[config.mk]
export PLATFORM = sky130hd
export DESIGN_NAME = hazard_fwd_unit_flat
export DESIGN_NICKNAME = d
export VERILOG_FILES = /design/src/rtl/hazard_fwd_unit_if.sv /design/src/rtl/hazard_fwd_unit.sv /design/src/flat_wrapper.sv
export SDC_FILE = /design/constraint.sdc
export NUM_CORES = 1
export LEC_CHECK = 0
export ABC_AREA = 1
export CORE_MARGIN = 5
export CORE_UTILIZATION = 48
export CTS_CLUSTER_DIAMETER = 150
export CTS_CLUSTER_SIZE = 24
export DETAILED_ROUTE_END_ITERATION = 10
export PLACE_DENSITY = 0.83
export SLEW_MARGIN = 20
export SYNTH_ARGS = -nofsm -noshare
export SYNTH_HDL_FRONTEND = slang
export SYNTH_SLANG_ARGS = --single-unit
[constraint.sdc]
create_clock -name clk -period 1.6 [get_ports clk]
set_input_delay 0.32 -clock clk [delete_from_list [all_inputs] [get_ports clk]]
set_output_delay 0.32 -clock clk [all_outputs]
set_load 0.01 [all_outputs]
[src/rtl/hazard_fwd_unit_if.sv]
// Decode-stage hazard bus: operand/destination info from decode and the
// forwarding selects plus advance/squash controls returned by the hazard unit.
interface hazard_fwd_unit_if #(
  parameter int REGW = 5,
  parameter int CNTW = 32
);
  logic [REGW-1:0] id_rs;
  logic [REGW-1:0] id_rt;
  logic            id_use_rs;
  logic            id_use_rt;
  logic            id_reg_write;
  logic [REGW-1:0] id_reg_num;
  logic            id_mem_to_reg;
  logic            mem_busy;
  logic            branch_taken;
  logic            except;
  logic [1:0]      busA_select;
  logic [1:0]      busB_select;
  logic            write;
  logic            flush;
  logic [CNTW-1:0] stall_count;

  modport master (
    output id_rs, id_rt, id_use_rs, id_use_rt, id_reg_write, id_reg_num,
           id_mem_to_reg, mem_busy, branch_taken, except,
    input  busA_select, busB_select, write, flush, stall_count
  );

  modport slave (
    input  id_rs, id_rt, id_use_rs, id_use_rt, id_reg_write, id_reg_num,
           id_mem_to_reg, mem_busy, branch_taken, except,
    output busA_select, busB_select, write, flush, stall_count
  );
endinterface

[src/rtl/hazard_fwd_unit.sv]
// Hazard and forwarding control for the 5-stage core: shadow EX/MEM/WB
// destination scoreboard, operand forwarding selects, load-use bubbles, stall counter.
module hazard_fwd_unit #(
  parameter int REGW = 5,
  parameter int CNTW = 32
) (
  input logic               clk,
  input logic               rst,
  hazard_fwd_unit_if.slave  bus
);

  typedef struct packed {
    logic            valid;
    logic [REGW-1:0] wnum;
    logic            is_load;
  } slot_t;

  localparam slot_t SLOT_EMPTY = '{valid: 1'b0, wnum: {REGW{1'b0}}, is_load: 1'b0};

  slot_t           r_ex;
  slot_t           r_mem;
  slot_t           r_wb;
  logic [CNTW-1:0] r_stall_count;

  slot_t           w_ex_next;
  logic            w_load_use;
  logic            w_write;
  logic            w_flush;
  logic [1:0]      w_sel_a;
  logic [1:0]      w_sel_b;

  // Valid slots never hold r0, but the source check keeps r0 out regardless.
  function automatic logic src_hit(input slot_t s, input logic use_f,
                                   input logic [REGW-1:0] src);
    return use_f && (src != {REGW{1'b0}}) && s.valid && (s.wnum == src);
  endfunction

  function automatic logic [1:0] fwd_sel(input logic use_f, input logic [REGW-1:0] src,
                                         input slot_t ex, input slot_t mem, input slot_t wb);
    logic [1:0] sel;
    if (src_hit(ex, use_f, src)) begin
      sel = 2'd1;
    end else if (src_hit(mem, use_f, src)) begin
      sel = 2'd2;
    end else if (src_hit(wb, use_f, src)) begin
      sel = 2'd3;
    end else begin
      sel = 2'd0;
    end
    return sel;
  endfunction

  // Load in EX whose result a decode operand needs this cycle.
  always_comb begin
    w_load_use = r_ex.valid && r_ex.is_load &&
                 (src_hit(r_ex, bus.id_use_rs, bus.id_rs) ||
                  src_hit(r_ex, bus.id_use_rt, bus.id_rt));
  end

  // Advance/squash decision; reset forces a held, squashed pipeline.
  always_comb begin
    w_write = 1'b1;
    w_flush = 1'b0;
    if (!rst) begin
      w_write = 1'b0;
      w_flush = 1'b1;
    end else if (bus.except) begin
      w_write = 1'b1;
      w_flush = 1'b1;
    end else if (bus.mem_busy) begin
      w_write = 1'b0;
      w_flush = 1'b0;
    end else if (bus.branch_taken) begin
      w_write = 1'b1;
      w_flush = 1'b1;
    end else if (w_load_use) begin
      w_write = 1'b0;
      w_flush = 1'b1;
    end else begin
      w_write = 1'b1;
      w_flush = 1'b0;
    end
  end

  // Forwarding selects; forced to regfile while reset is asserted.
  always_comb begin
    w_sel_a = 2'd0;
    w_sel_b = 2'd0;
    if (!rst) begin
      w_sel_a = 2'd0;
      w_sel_b = 2'd0;
    end else begin
      w_sel_a = fwd_sel(bus.id_use_rs, bus.id_rs, r_ex, r_mem, r_wb);
      w_sel_b = fwd_sel(bus.id_use_rt, bus.id_rt, r_ex, r_mem, r_wb);
    end
  end

  // Entry for the EX slot: only an instruction that really advances, unsquashed, to a nonzero register.
  always_comb begin
    w_ex_next.valid   = bus.id_reg_write && w_write && !w_flush &&
                        (bus.id_reg_num != {REGW{1'b0}});
    w_ex_next.wnum    = bus.id_reg_num;
    w_ex_next.is_load = bus.id_mem_to_reg;
  end

  // Scoreboard advances in lockstep with the pipeline registers.
  always_ff @(posedge clk or negedge rst) begin
    if (!rst) begin
      r_ex  <= SLOT_EMPTY;
      r_mem <= SLOT_EMPTY;
      r_wb  <= SLOT_EMPTY;
    end else if (bus.except) begin
      r_ex  <= SLOT_EMPTY;
      r_mem <= SLOT_EMPTY;
      r_wb  <= SLOT_EMPTY;
    end else if (bus.mem_busy) begin
      r_ex  <= r_ex;
      r_mem <= r_mem;
      r_wb  <= r_wb;
    end else begin
      r_wb  <= r_mem;
      r_mem <= r_ex;
      r_ex  <= w_ex_next;
    end
  end

  // Saturating count of cycles in which decode did not advance.
  always_ff @(posedge clk or negedge rst) begin
    if (!rst) begin
      r_stall_count <= {CNTW{1'b0}};
    end else if (!w_write && (r_stall_count != {CNTW{1'b1}})) begin
      r_stall_count <= r_stall_count + {{(CNTW-1){1'b0}}, 1'b1};
    end else begin
      r_stall_count <= r_stall_count;
    end
  end

  assign bus.busA_select = w_sel_a;
  assign bus.busB_select = w_sel_b;
  assign bus.write       = w_write;
  assign bus.flush       = w_flush;
  assign bus.stall_count = r_stall_count;

endmodule

[src/flat_wrapper.sv]
// flat-port wrapper written by rule: the top's interface ports become plain ports
module hazard_fwd_unit_flat 
#(
  parameter int REGW = 5,
  parameter int CNTW = 32
)
  (clk, rst, bus_id_rs, bus_id_rt, bus_id_use_rs, bus_id_use_rt, bus_id_reg_write, bus_id_reg_num, bus_id_mem_to_reg, bus_mem_busy, bus_branch_taken, bus_except, bus_busA_select, bus_busB_select, bus_write, bus_flush, bus_stall_count);
  hazard_fwd_unit_if #(.REGW(REGW), .CNTW(CNTW)) bus_i ();
  input logic clk;
  input logic rst;
  input wire logic [$bits(bus_i.id_rs)-1:0] bus_id_rs;
  input wire logic [$bits(bus_i.id_rt)-1:0] bus_id_rt;
  input wire logic [$bits(bus_i.id_use_rs)-1:0] bus_id_use_rs;
  input wire logic [$bits(bus_i.id_use_rt)-1:0] bus_id_use_rt;
  input wire logic [$bits(bus_i.id_reg_write)-1:0] bus_id_reg_write;
  input wire logic [$bits(bus_i.id_reg_num)-1:0] bus_id_reg_num;
  input wire logic [$bits(bus_i.id_mem_to_reg)-1:0] bus_id_mem_to_reg;
  input wire logic [$bits(bus_i.mem_busy)-1:0] bus_mem_busy;
  input wire logic [$bits(bus_i.branch_taken)-1:0] bus_branch_taken;
  input wire logic [$bits(bus_i.except)-1:0] bus_except;
  output wire logic [$bits(bus_i.busA_select)-1:0] bus_busA_select;
  output wire logic [$bits(bus_i.busB_select)-1:0] bus_busB_select;
  output wire logic [$bits(bus_i.write)-1:0] bus_write;
  output wire logic [$bits(bus_i.flush)-1:0] bus_flush;
  output wire logic [$bits(bus_i.stall_count)-1:0] bus_stall_count;
  assign bus_i.id_rs = bus_id_rs;
  assign bus_i.id_rt = bus_id_rt;
  assign bus_i.id_use_rs = bus_id_use_rs;
  assign bus_i.id_use_rt = bus_id_use_rt;
  assign bus_i.id_reg_write = bus_id_reg_write;
  assign bus_i.id_reg_num = bus_id_reg_num;
  assign bus_i.id_mem_to_reg = bus_id_mem_to_reg;
  assign bus_i.mem_busy = bus_mem_busy;
  assign bus_i.branch_taken = bus_branch_taken;
  assign bus_i.except = bus_except;
  assign bus_busA_select = bus_i.busA_select;
  assign bus_busB_select = bus_i.busB_select;
  assign bus_write = bus_i.write;
  assign bus_flush = bus_i.flush;
  assign bus_stall_count = bus_i.stall_count;
  hazard_fwd_unit #(.REGW(REGW), .CNTW(CNTW)) u_core (.clk(clk), .rst(rst), .bus(bus_i));
endmodule
==> flow_metrics.tcl <==
set metrics [dict create \
    status "complete, but fails checks" \
    violations "negative hold slack, negative setup slack" \
    ctsLongestPathBuffers 2 \
    cpPeakStageDelay_ps 390 \
    syn_nets 509 \
    drc 0 \
    die_x_um 93.8 \
    worstSetupPathType "register to output port" \
    met1Wirelength_um 5090 \
    fin_area_um2 5520 \
    synth-simple-area-share_pct 38.3 \
    fin_ws_ps -399 \
    worst_setup_path_end_kind "output port" \
    critPathLaunch "u_core.r_ex[1]" \
    drtIter0Drc 376 \
    core-area_um2 6830 \
    diodes 0 \
    root_buffer "clkbuf_8" \
    ant_nets 0 \
    synth_top_family_by_area "simple AND/OR/NAND/NOR gates" \
    clk_pin_slew_ps 90 \
    cp.required_ps 1280 \
    post_drt_via_cell_ratio 5.64 \
    cp-start-kind "register" \
    final_layout_size_suffix_gt1_share_pct 35.2 \
    dr.pass1.iters 7 \
    timing.fmax_mhz 500 \
    routed-wl-met3_um 1270 \
    hp-class "input pin to async pin" \
    hold_viol 2 \
    synth-seq-area-share_pct 37.9 \
    grt_max_degree 32 \
    place_ws_ps -1000 \
    r2r_cells 10 \
    routabilityCongestion 0.988 \
    fin_skew_ps 16.8 \
    highest_layer "met4" \
    worst_ep_arrival_time_ps 1680 \
    ios 62 \
    slew_violations 0 \
    routed_wl_um 14300 \
    grt_pass1_vias 4072 \
    synth-compound-area-share_pct 5.98 \
    max_cap_viol_count 0 \
    vdd.ir_drop.worst_mv 0.685 \
    fin_crit_ps 2000 \
    fin_nets 685 \
    period_share_pct 125 \
    dr_total_vias 4268 \
    insertion_delay_ps 320 \
    syn_to_final_growth_pct 63.7 \
    path_cells "inv_1 > nand2_1 > nand3_2 > nor2_4 > nand3_2 > nand2_2 > nand2_1 > nand2_1 > nand2_1 > nand2_1 > buf_2" \
    holdWs_ps -2.85 \
    rows 30 \
    die_h_um 93.8 \
    max_slew_margin_pct 71.7 \
    setup-violations-final 38 \
    cp_max_fo 3 \
    crit_top_cell "nand2_1" \
    synthXorXnorAreaFrac_pct 9.61 \
    rsz0062_at_grt "yes" \
    power.leakage_nw 2.91 \
    rr_startpoint "u_core.bus.stall_count[1]" \
    synth_warnings 0 \
    placed_area_um2 4780 \
    yosysUniqueCellTypes 28 \
    cts_sinks 51 \
    grt.overflow.total 0 \
    dp_hpwl_um 8990 \
    n_fill_cell 447 \
    portBuffers 61 \
    wl_per_cell_um 18.9 \
    ys_seq_elements 51 \
    die_area_um2 8800 \
    power_density_nw_per_um2 617 \
    worst_path_max_delay_cell "dfrtp_1" \
    netlist_instances 484 \
    synth_fa_ha_area_share_pct 0.371 \
    htreeDepth 2 \
    synth.area.mux_share_pct 0 \
    start_util_pct 49.3 \
    grt_use_total_pct 30.2 \
    cts_tree "yes" \
    grt_antenna_before_repair 0 \
    met2_length_um 6970 \
    grt_pass1_wl_um 20600 \
    worst_slew_pin_slew_ps 419 \
    synth_area_um2 3370 \
    cts_inserted_buffers 5 \
    avgSynthCellArea_um2 6.96 \
]
## stage by stage
stage | TNS [ps] | power, mW | utilization [%] | std cells | hold slack [ps]
floorplan | 0 | 1.84 | - | 484 | 24.4
global placement | -28790 | 2.38 | 69.9 | 724 | 319
detailed placement | -28250 | 2.40 | 69.9 | 724 | 324
CTS | -8740 | 3.31 | 76.1 | 755 | 0.825
global route | -12790 | 3.56 | 80.8 | 757 | 9.55
finish | -9600 | 3.40 | 80.8 | 757 | -2.85
## synth_stat cells, drive strengths merged
| cell type | count | share of area (%) |
|---|---|---|
| nand2 | 171 | 19 |
| nor2 | 50 | 6.2 |
| dfrtp | 51 | 38 |
| a21oi | 10 | 1.5 |
| buf | 10 | 2.0 |
| xnor2 | 8 | 2.1 |
| nor3b | 1 | 0.22 |
| nand4 | 9 | 2.1 |
| a22o | 1 | 0.26 |
| nor3 | 14 | 2.2 |
| xor2 | 29 | 7.5 |
| inv | 52 | 5.8 |
| nor4 | 1 | 0.19 |
| clkbuf | 1 | 0.11 |
| ha | 1 | 0.37 |
| o21ai | 8 | 1.2 |
| nand3 | 51 | 7.9 |
| o311ai | 1 | 0.26 |
| o22ai | 15 | 2.8 |
## routing by layer
metal  global-route usage (%)  vias to the layer above
met5                        0                        -
met4                     15.2                        0
met3                     5.05                      107
met2                     52.6                      270
met1                     35.8                     1996
li1                         -                     1895
## area by class of cell
type | count | area [um2] | share of cell area (%)
inverter | 52 | 195 | 3.54
timing repair buffer | 180 | 1640 | 29.7
tap | 96 | 120 | 2.18
multi-input combinational | 370 | 2180 | 39.5
sequential | 51 | 1280 | 23.3
clock inverter | 3 | 28.8 | 0.522
clock buffer | 5 | 68.8 | 1.25
## registers in the layout (all words and copies together), names as in the netlist
signal,flops
u_core.bus.stall_count,32
u_core.r_ex,7
u_core.r_mem,6
u_core.r_wb,6
## cell usage in the layout, fill, tap and decap left out, types with 4 or more instances in the layout
cell type        instances
buf_2                    6
inv_2                   11
dfrtp_1                 45
nand2_1                132
buf_6                    5
nand2_2                 29
o21ai_0                  7
buf_12                   7
dfrtp_2                  6
a21oi_2                  6
dlymetal6s2s_1           4
dlygate4sd2_1           38
xnor2_1                  6
nand3_2                 20
xor2_1                  28
o22ai_1                 15
nor2_1                  44
clkdlybuf4s50_1         12
nor2_4                   4
buf_4                  101
nand4_1                  8
inv_1                   41
nand2_4                  9
clkbuf_8                 5
nand3_1                 28
nor3_1                  11
a21oi_1                  4
## kinds of logic (layout without fill, tap and decap cells)
kind of cell | after synthesis | after routing
flip-flops | 51 | 51
adder cells (fa/ha/maj) | 1 | 1
AND/OR/NAND/NOR | 297 | 297
AO/OA/AOI/OAI | 35 | 35
XOR/XNOR | 37 | 37
buffers and inverters | 63 | 240
## final timing paths
path	slack, ps	to
max	-400	bus_flush
max in group asynchronous	1140	u_core.bus.stall_count[0]
min in group clk	520	u_core.r_ex[0]
max reg2reg	-330	u_core.bus.stall_count[16]
min	-3	u_core.r_mem[2]
min reg2reg	520	u_core.r_ex[0]
## report_power, final
group	leakage (nW)	internal (mW)	switching, mW
Sequential	0.691	1.37	0.110
Combinational	2.17	0.571	0.535
Clock	0.0502	0.325	0.492
Total	2.91	2.27	1.14
## critical path, delay by kind of cell (launching register included)
kind / cells / cell delay (ps)
buf+inv: 2 / 220
flops: 1 / 390
simple gates: 9 / 770
## what timing repair did
item                                   in CTS  in global routing
hold buffers                                0                  0
pin swaps                                  22                 31
gates cloned                                6                  1
setup endpoints to repair                  71                 43
endpoints found under the hold margin       0                  0
buffers inserted                           17                  5
gates resized for setup                    94                 92
Power figures use the tool's default switching activity.
